## src/rtl/bru_pkg.sv

```systemverilog
// Shared types for the branch resolve unit.
package bru_pkg;

    localparam int XLEN = 32;

    typedef struct packed {
        logic [XLEN-1:0] pc;
        logic            hit;
        logic [XLEN-1:0] target;
    } pred_entry_t;

endpackage

```

## src/rtl/pred_fifo.sv

```systemverilog
// In-order queue of fetch-time BTB predictions awaiting resolution.
module pred_fifo
    import bru_pkg::*;
#(
    parameter int DEPTH = 4
) (
    input  logic        clk,
    input  logic        rst,
    input  logic        push_i,
    input  logic        pop_i,
    input  logic        flush_i,
    input  pred_entry_t entry_i,
    output pred_entry_t head_o,
    output logic        full_o,
    output logic        empty_o
);

    localparam int AW = $clog2(DEPTH);

    logic [AW-1:0] wr_ptr_q;
    logic [AW-1:0] rd_ptr_q;
    logic [AW:0]   count_q;
    pred_entry_t   mem_q [DEPTH];

    logic do_push;
    logic do_pop;

    assign full_o  = (count_q == (AW+1)'(DEPTH));
    assign empty_o = (count_q == '0);
    assign do_push = push_i && !full_o;
    assign do_pop  = pop_i && !empty_o;
    assign head_o  = mem_q[rd_ptr_q];

    always_ff @(posedge clk) begin
        if (rst || flush_i) begin
            wr_ptr_q <= '0;
            rd_ptr_q <= '0;
            count_q  <= '0;
        end else begin
            if (do_push) wr_ptr_q <= wr_ptr_q + AW'(1);
            if (do_pop)  rd_ptr_q <= rd_ptr_q + AW'(1);
            unique case ({do_push, do_pop})
                2'b10:   count_q <= count_q + (AW+1)'(1);
                2'b01:   count_q <= count_q - (AW+1)'(1);
                default: count_q <= count_q;
            endcase
        end
    end

    // Storage needs no reset; validity is tracked by count_q alone.
    always_ff @(posedge clk) begin
        if (do_push && !flush_i && !rst) begin
            mem_q[wr_ptr_q] <= entry_i;
        end
    end

endmodule

```

## src/rtl/branch_resolve_unit.sv

```systemverilog
// Resolves recorded fetch predictions in execute: BTB update, redirect, stats.
module branch_resolve_unit
    import bru_pkg::*;
#(
    parameter int DEPTH = 4
) (
    input  logic            clk,
    input  logic            rst,
    input  logic            pred_valid,
    input  logic [XLEN-1:0] pred_pc,
    input  logic            pred_hit,
    input  logic [XLEN-1:0] pred_target,
    output logic            pred_ready,
    input  logic            res_valid,
    input  logic            res_is_branch,
    input  logic            res_taken,
    input  logic [XLEN-1:0] res_target,
    output logic            btb_upd_valid,
    output logic [XLEN-1:0] btb_upd_pc,
    output logic [XLEN-1:0] btb_upd_target,
    output logic            redirect_valid,
    output logic [XLEN-1:0] redirect_pc,
    output logic [31:0]     branch_count,
    output logic [31:0]     mispredict_count,
    output logic            underflow
);

    pred_entry_t head;
    pred_entry_t push_entry;
    logic        fifo_full;
    logic        fifo_empty;
    logic        push;
    logic        pop;
    logic        flush;

    logic [XLEN-1:0] pc_plus4;
    logic [XLEN-1:0] pred_next;
    logic [XLEN-1:0] act_next;
    logic            actual_taken;
    logic            mispredict;
    logic            need_upd;

    logic            upd_valid_q;
    logic [XLEN-1:0] upd_pc_q;
    logic [XLEN-1:0] upd_tgt_q;
    logic            redir_valid_q;
    logic [XLEN-1:0] redir_pc_q;
    logic [31:0]     br_cnt_q;
    logic [31:0]     mp_cnt_q;
    logic            underflow_q;

    assign pred_ready = !fifo_full;
    // Fetch is still on the wrong path during the redirect cycle.
    assign push = pred_valid && pred_ready && !redir_valid_q;
    assign pop  = res_valid && !fifo_empty;

    assign push_entry.pc     = pred_pc;
    assign push_entry.hit    = pred_hit;
    assign push_entry.target = pred_target;

    assign pc_plus4     = head.pc + 32'd4;
    assign actual_taken = res_is_branch && res_taken;
    assign pred_next    = head.hit ? head.target : pc_plus4;
    assign act_next     = actual_taken ? res_target : pc_plus4;
    assign mispredict   = (pred_next != act_next);
    assign need_upd     = actual_taken &&
                          (!head.hit || head.target != res_target);
    assign flush        = pop && mispredict;

    pred_fifo #(
        .DEPTH (DEPTH)
    ) u_fifo (
        .clk     (clk),
        .rst     (rst),
        .push_i  (push),
        .pop_i   (pop),
        .flush_i (flush),
        .entry_i (push_entry),
        .head_o  (head),
        .full_o  (fifo_full),
        .empty_o (fifo_empty)
    );

    always_ff @(posedge clk) begin
        if (rst) begin
            upd_valid_q   <= 1'b0;
            upd_pc_q      <= '0;
            upd_tgt_q     <= '0;
            redir_valid_q <= 1'b0;
            redir_pc_q    <= '0;
            br_cnt_q      <= '0;
            mp_cnt_q      <= '0;
            underflow_q   <= 1'b0;
        end else begin
            upd_valid_q   <= pop && need_upd;
            redir_valid_q <= flush;
            if (pop && need_upd) begin
                upd_pc_q  <= head.pc;
                upd_tgt_q <= res_target;
            end
            if (flush) begin
                redir_pc_q <= act_next;
                mp_cnt_q   <= mp_cnt_q + 32'd1;
            end
            if (pop && res_is_branch) begin
                br_cnt_q <= br_cnt_q + 32'd1;
            end
            if (res_valid && fifo_empty) begin
                underflow_q <= 1'b1;
            end
        end
    end

    assign btb_upd_valid    = upd_valid_q;
    assign btb_upd_pc       = upd_pc_q;
    assign btb_upd_target   = upd_tgt_q;
    assign redirect_valid   = redir_valid_q;
    assign redirect_pc      = redir_pc_q;
    assign branch_count     = br_cnt_q;
    assign mispredict_count = mp_cnt_q;
    assign underflow        = underflow_q;

endmodule

```

## config.mk

```make
export PLATFORM = sky130hd
export DESIGN_NAME = branch_resolve_unit
export DESIGN_NICKNAME = d
export VERILOG_FILES = /design/src/rtl/bru_pkg.sv /design/src/rtl/pred_fifo.sv /design/src/rtl/branch_resolve_unit.sv
export SDC_FILE = /design/constraint.sdc
export NUM_CORES = 1
export LEC_CHECK = 0
export BUFFER_PORTS_ARGS = -buffer_cell sky130_fd_sc_hd__buf_2
export CAP_MARGIN = 0
export CORE_AREA = 2 2 187 189
export DETAILED_ROUTE_END_ITERATION = 16
export DIE_AREA = 0 0 189 191
export GPL_ROUTABILITY_DRIVEN = 0
export PLACE_DENSITY_LB_ADDON = 0.2
export SLEW_MARGIN = 30
export SYNTH_ARGS = -nofsm -noshare
export SYNTH_HDL_FRONTEND = slang
export SYNTH_SLANG_ARGS = --single-unit
```

## constraint.sdc

```tcl
create_clock -name clk -period 10 [get_ports clk]
set_input_delay 1 -clock clk [delete_from_list [all_inputs] [get_ports clk]]
set_output_delay 1 -clock clk [all_outputs]
set_load 0.01 [all_outputs]
```

## Word level (Yosys, flattened, before mapping)

Memory sizes are Yosys's and may differ from the RTL's. A register that Yosys moved wholly into a read port is not among the register bits.
Index checks and enable logic that the tools add are counted.

- RAM bits: 260
- Flip-flop bits (word level): 170
- Output and inout bits: 164
- Memories: 1
- Bits of input ports: 103

Memory list:

| memory | words | width | rd ports | clocked after memory_dff | write ports | line | text |
|---|---|---|---|---|---|---|---|
| u_fifo.mem_q | 4 | 65 | 1 | 1 | 1 | pred_fifo.sv:23 | `pred_entry_t mem_q [DEPTH];` |

- Reduce and logical (&&, ||, !) cells: 23
- $add $sub $neg: 7
- Muxes and demuxes: 7
- Equal/unequal tests: 5

Operator list:

| cell | count |
|---|---|
| 32-bit by 1-bit adder with 32-bit output (second input constant) | 2 |
| 32-bit 2-to-1 mux | 2 |
| 32-bit != test | 2 |
| 32-bit by 3-bit adder with 32-bit output (second input constant) | 1 |
| 1-bit logical AND | 13 |
| 1-bit logical NOT | 6 |
| 3-bit case mux with 2 select lines | 1 |
| 2-bit by 1-bit adder with 2-bit output (second input constant) | 2 |
| 2-bit 2-to-1 mux | 2 |
| 3-bit by 1-bit adder with 3-bit output (second input constant) | 1 |
| 3-bit == test (second input constant) | 1 |
| 3-bit logical NOT | 1 |
| 3-bit by 1-bit subtractor with 3-bit output (second input constant) | 1 |
| 2-bit by 1-bit == test with 1-bit output (second input constant) | 1 |
| 2-bit == test (second input constant) | 1 |
| 1-bit logical OR | 2 |
| 1-bit 2-to-1 mux | 2 |
| 2-bit nonzero test | 1 |

## Longest topological paths before layout

Gate-level depths: netlist of run 1.

- Depth after elaboration: 9
- Depth in mapped cells: 19

## Cells and area by module

Synthesis of run 1 repeated with hierarchy kept, for this count alone.

- Cells, all modules: 1,591
- Area, all modules: 19,799.0 µm²

Modules (own cells, without submodules):

| module | instances | area each (µm²) | cells each |
|---|---|---|---|
| branch_resolve_unit | 1 | 9,962.1 | 1,197 |
| pred_fifo | 1 | 9,836.9 | 394 |

## Worst setup path before layout of run 1

Ideal clock, no wire load.

- Path kind: register -> register
- Start: reg (tool-made name)
- End: mem u_fifo.mem_q[0][0] (netlist bit), enable pin
- Clock period less this slack: 8,746 ps
- Arrival time: 8,179 ps
- Setup slack: 1,254 ps
- Cell stages (with the launch flop): 19
- Required time: 9,432 ps
- Library setup time: 568 ps
- Cells stage by stage: dfxtp_1 > buf_4 > buf_8 > buf_8 > buf_2 > buf_2 > mux4_2 > xnor2_1 > nand4_1 > o31ai_1 > o21ai_0 > a211oi_1 > and4_1 > nand4_1 > o41ai_4 > buf_6 > nand2b_1 > clkbuf_1 > nor3_1

RTL lines:

| what | line |
|---|---|
| end: declaration | pred_fifo.sv:23 |

==> metrics, run 1 <==
Post-Place Setup Slack=3.314 ns; antenna viol nets, final=0; Final WS setup=3.456 ns; Synth Flop Type=edfxtp_1; I/O pins=267; CTS Hold Bufs=0; CP Launch Type=register; final instance area=0.02256 mm²; placed cells=2220; DIE AREA=0.03610 mm²; FF/Latch Area=0.01126 mm²; CTS tree=built; vias in the first global route=13050; fraction of registers with async set or reset after synthesis=0%; DRC violations left=0; Pwr Density=203.1 mW/mm²; RSZ-0062 raised after global routing=false; number of cell rows=68; Layout Nets=1924; Post-Layout Cell Count=2303; share of cells above drive strength 1=23.98%; Detailed Route WL=51410 µm; Seq/Total Area, Yosys=57.55%; Layout area overhead=15.40%; Core Region=0.03412 mm²; Yosys warning total=0; Max-slew headroom=34.90%; Tot Pwr=4581 µW; initial antenna violation count=1; Via-to-Cell Ratio=6.098; WL/cell=22.32 µm; 1st-pass router iterations=7; CTS Root Cell=clkbuf_16; Die Y=191 µm; placed cell area=0.02107 mm²; syn_nets=1688; CTS resizes=0; largest net degree at the start of global routing=106; dpl hpwl=36020 µm; synthesized area per cell=12.40 µm²; Final Hold Viols=0; Starting Density=57.30%; fin crit share=65.44%; leakage=0.008507 µW; cts bufs inserted=45; Gate Count Post-Synth=1576; Synth Cell Area=0.01955 mm²; first-pass GRT wire length=77130 µm; Post-synth EDFFs=260; Die X=189 µm; setup violators final=0; maximum clock rate=152.8 MHz; Reg clk slew, reported paths=0.06 ns; critical path required time=10.18 ns; multi-input logic area=0.007754 mm²; fin crit period=6.544 ns; worst path arrival time=6.72 ns; Final Skew=0.02768 ns; Yosys reg bits=432; HP Class=reg -> reg; DR vias=14040; status=completed; Port Buf Inserts=266; GRT Residual Overflow=0; DRT iter0 DRCs=1385; Setup Buffers After CTS=0; Max Buffers Root-to-Sink=3; Max Fanout on Critical Path=65; Netlist cell types=78; Slew Limit Fails=0; R2R depth=13; Max Cap Viol=0; clk_lat worst skew=0.56 ns; Total GRT Usage=28.02%; VDD IR max=249.6 µV; setup tns final=0 ns; Hold Path Depth=2; crit end category=register; FILL cells=2578; Slew @ Worst Pin=0.9765 ns; depth of the CTS H-tree=2; CP Class=reg -> reg; clock sinks=432
per-stage QoR:
step                      util, %  hold WS, ns
after detailed placement    61.77       0.4418
final                       66.12       0.4502
after floorplan                 -       0.4725
after CTS                   66.06       0.4497
after global routing        66.12       0.4600
after global placement      61.75       0.4371
final timing paths:
check                   from                   to  slack (ns)
min reg2reg  redirect_pc[16]      redirect_pc[16]        0.45
max                 register  u_fifo.mem_q[1][16]        3.46
min          redirect_pc[16]      redirect_pc[16]        0.45
max reg2reg         register  u_fifo.mem_q[1][16]        3.46
critical path, stage by stage (launching register included):
cell and delay [ns]:
dfxtp_4 0.77, buf_4 0.70, mux4_2 0.53, and3_1 0.31, nand4_1 0.41, nor3_1 0.45, nor2_1 0.12, a2111oi_0 0.77
and4b_1 0.29, o2111ai_1 0.18, o41ai_4 0.41, nand2b_1 0.31, nor3_2 0.23, buf_6 0.53
Yosys cell counts, drive strengths merged (5+ instances only):
cell type	count	area, µm²
edfxtp	260	7807
nand4	39	256.5
a21oi	90	454.2
nor4	12	117.6
inv	18	67.56
clkbuf	47	176.4
or4	11	90.08
nand3	44	255.2
mux2	6	67.56
and4	9	78.83
o31a	6	52.55
a211o	23	201.4
o31ai	12	90.09
buf	42	336.6
mux4	65	1464
and2	9	56.31
o21ai	53	265.3
mux2i	77	770.7
dfxtp	172	3443
nand2b	12	75.07
nand2	104	390.4
a31oi	7	43.79
and3	24	151.4
or3	40	250.2
nor2	170	638.1
nor3	26	135.1
or2	5	31.28
xor2	50	437.9
xnor2	79	691.9
a2111oi	5	43.79
ha	8	100.1
power breakdown:
part / switching [µW] / internal [µW]
Combinational: 547 / 300
Clock: 658 / 983
Sequential: 54.7 / 2040
Total: 1260 / 3320
routing by layer:
| metal | global-route usage [%] | wire, µm |
|---|---|---|
| met1 | 38.66 | 21070 |
| met2 | 43.97 | 23750 |
| met3 | 5.838 | 4685 |
| met4 | 10.70 | 1907 |
| met5 | 0 | 0 |
flip-flops by register name (all words and copies together), names as in the netlist, named ones only:
name / cells
u_fifo.count_q: 3
branch_count: 32
btb_upd_pc: 32
btb_upd_target: 32
u_fifo.mem_q: 260
u_fifo.wr_ptr_q: 2
mispredict_count: 32
redirect_valid: 1
underflow: 1
u_fifo.rd_ptr_q: 2
btb_upd_valid: 1
redirect_pc: 32
placed cells by master, fill, tap and decap left out, drive strengths merged, types with 44 or more instances in the layout:
cell type,instances
nand3,44
nor2,170
o21ai,53
clkbuf,65
nand2,104
a21oi,90
mux2i,77
edfxtp,260
buf,278
xnor2,79
xor2,50
mux4,65
dfxtp,172
logic make-up after synthesis:
| group | synth area share, % |
|---|---|
| XOR/XNOR | 6.253 |
| multiplexers | 11.78 |
| adder cells (fa/ha/maj) | 0.6145 |
| buffers and inverters | 2.989 |
| flip-flops | 57.55 |
| AND/OR/NAND/NOR | 13.47 |
| AO/OA/AOI/OAI | 7.348 |
final cells by class:
cell class	count	area share [%]
Multi-Input combinational cell	1036	34.37
Sequential cell	432	49.89
Timing Repair Buffer	278	6.395
Clock buffer	65	5.596
Tap cell	455	2.524
Inverter	19	0.3161
Antenna cell	1	0.01109
Clock inverter	17	0.8930
(Power assumes the default switching activity.)
==> inputs of run 2 (changes only) <==
==> constraint.sdc (replaced) <==
create_clock -name clk -period 6.86 [get_ports clk]
set_input_delay 0.686 -clock clk [delete_from_list [all_inputs] [get_ports clk]]
set_output_delay 0.686 -clock clk [all_outputs]
set_load 0.01 [all_outputs]
==> run 2 against run 1 <==
Hold slack got worse by 0.10 ns. Via count decreased by 0.29%. Clock power grew 49%. Largest cell class unchanged.
==> metrics, run 2 (same netlist as run 1, synthesis figures left out) <==
Starting Density=57.30%; Clock power frac=36.1%; Slew @ Worst Pin=0.7761 ns; most frequent cells in the layout=buf_2 (265), edfxtp_1 (260), nor2_1 (170), dfxtp_1 (170), nand2_1 (103); CTS Root Cell=clkbuf_16; r2r endpoint=u_fifo.mem_q[3][12]; Slew Limit Fails=0; Reg with most FFs=u_fifo.mem_q; DRC violations left=0; worst path arrival time=5.97 ns; switching power=1873 µW; number of cell rows=68; Total GRT Usage=28.50%; initial antenna violation count=2; Comb power frac=18.7%; WL/cell=22.63 µm; placed cell area=0.02116 mm²; Post-Place Setup Slack=1.130 ns; VDD IR max=244.2 µV; wl on met1=21520 µm; Final Skew=0.02008 ns; Max Fanout on Critical Path=65; metal2 WL=23890 µm; Switching Share=27.77%; Layout Nets=1926; crit end category=register; RSZ-0062 raised after global routing=false; R2R depth=13; Port Buf Inserts=266; Endpoint, Worst Hold=u_fifo.mem_q[2][63]; first-pass GRT wire length=78630 µm; reg-to-reg slack, setup=1.06 ns; top layer in use=met4; clock sinks=432; max FFs per register=260; Die Y=191 µm; maximum clock rate=172.5 MHz; cts bufs inserted=45; Max-slew headroom=48.26%; I/O pins=267; CP Class=reg -> reg; Tot Pwr=6745 µW; Setup Buffers After CTS=0; CP Launch Type=register; Reg clk slew, reported paths=0.06 ns; Pwr Density=297.4 mW/mm²; share of cells above drive strength 1=24.32%; commonest non-fill, non-tap cell in the layout=buf_2; status=completed; vias in the first global route=13110; Max Cap Viol=0; met3 routed wirelength=4755 µm; GRT Residual Overflow=0; Final Hold Viols=0; hold slack=0.3485 ns; antenna viol nets, final=0; CTS Hold Bufs=0; DR vias=14000; dpl hpwl=36160 µm; Hold Crit Start=pred_pc[30]; FILL cells=2530; Hold Path Depth=1; leakage=0.008565 µW; Core Region=0.03412 mm²; P_int=4872 µW; sequential power share=45.2%; critical path required time=7.03 ns; 1st-pass router iterations=8; Max Buffers Root-to-Sink=3; CTS tree=built; Final WS setup=1.064 ns; final instance area=0.02268 mm²; fin crit period=5.796 ns; CTS resizes=0; largest net degree at the start of global routing=121; Layout area overhead=15.99%; fin crit share=84.49%; Die X=189 µm; depth of the CTS H-tree=2; HP Class=in -> reg; clk_lat worst skew=0.55 ns; DRT iter0 DRCs=1400; DIE AREA=0.03610 mm²; Via-to-Cell Ratio=6.069; setup violators final=0; Detailed Route WL=52210 µm; fin util=66.46%
-- run 2: cell types whose count changed in the layout (fill, tap and decap cells not counted), sizes merged --
cell	previous run	this run
bufinv	4	5
buf	278	280
clkinv	12	16
clkbuf	65	58
inv	20	23
diode	1	2
-- run 2: per-layer routing --
metal | vias up | global-route usage (%)
li1 | 6372 | -
met1 | 6805 | 39.30
met4 | 0 | 10.43
met5 | - | 0
met2 | 694 | 45.22
met3 | 131 | 5.544
-- run 2: critical path, cell delays in order (launching register included) --
cell       delay, ns
dfxtp_2         0.74
buf_4           0.51
mux4_2          0.44
inv_1           0.15
or4_4           0.57
nor4_2          0.35
nor3_1          0.11
a2111oi_0       0.52
and4b_1         0.30
o2111ai_1       0.18
o41ai_4         0.47
nand2b_1        0.33
nor3_2          0.27
buf_12          0.33
-- run 2: metrics by stage --
stage	TNS [ns]	std cells
floorplan	-490.45	1576
global placement	0	2221
detailed placement	0	2221
CTS	0	2304
global route	0	2306
finish	0	2307
-- run 2: cell type report --
type | instances | area [µm²] | area share, %
multi-input combinational | 1036 | 7754 | 34.19
antenna | 2 | 5.005 | 0.02207
sequential | 432 | 11260 | 49.64
clock inverter | 25 | 265.3 | 1.170
timing repair buffer | 280 | 1530 | 6.748
tap | 455 | 569.3 | 2.511
inverter | 19 | 71.32 | 0.3145
clock buffer | 58 | 1225 | 5.402
-- run 2: power groups by stage --
| stage | sequential [µW] | clock [µW] | combinational (µW) |
|---|---|---|---|
| detailed placement | 3100 | 0 | 1230 |
| global route | 3070 | 2570 | 1350 |
| finish | 3050 | 2440 | 1260 |
| global placement | 3090 | 0 | 1220 |
| CTS | 3050 | 2470 | 1240 |
| floorplan | 3140 | 0 | 818 |
-- run 2: worst max-delay path by stage --
stage	startpoint	end	slack (ns)	cells past startpoint
finish	register	u_fifo.mem_q[3][12]	1.06	13
floorplan	register	u_fifo.mem_q[0][0]	-1.89	18
global route	register	u_fifo.mem_q[3][12]	0.92	13
CTS	register	u_fifo.mem_q[1][32]	1.12	13
global placement	register	u_fifo.mem_q[1][15]	1.25	13
detailed placement	register	u_fifo.mem_q[1][53]	1.13	13
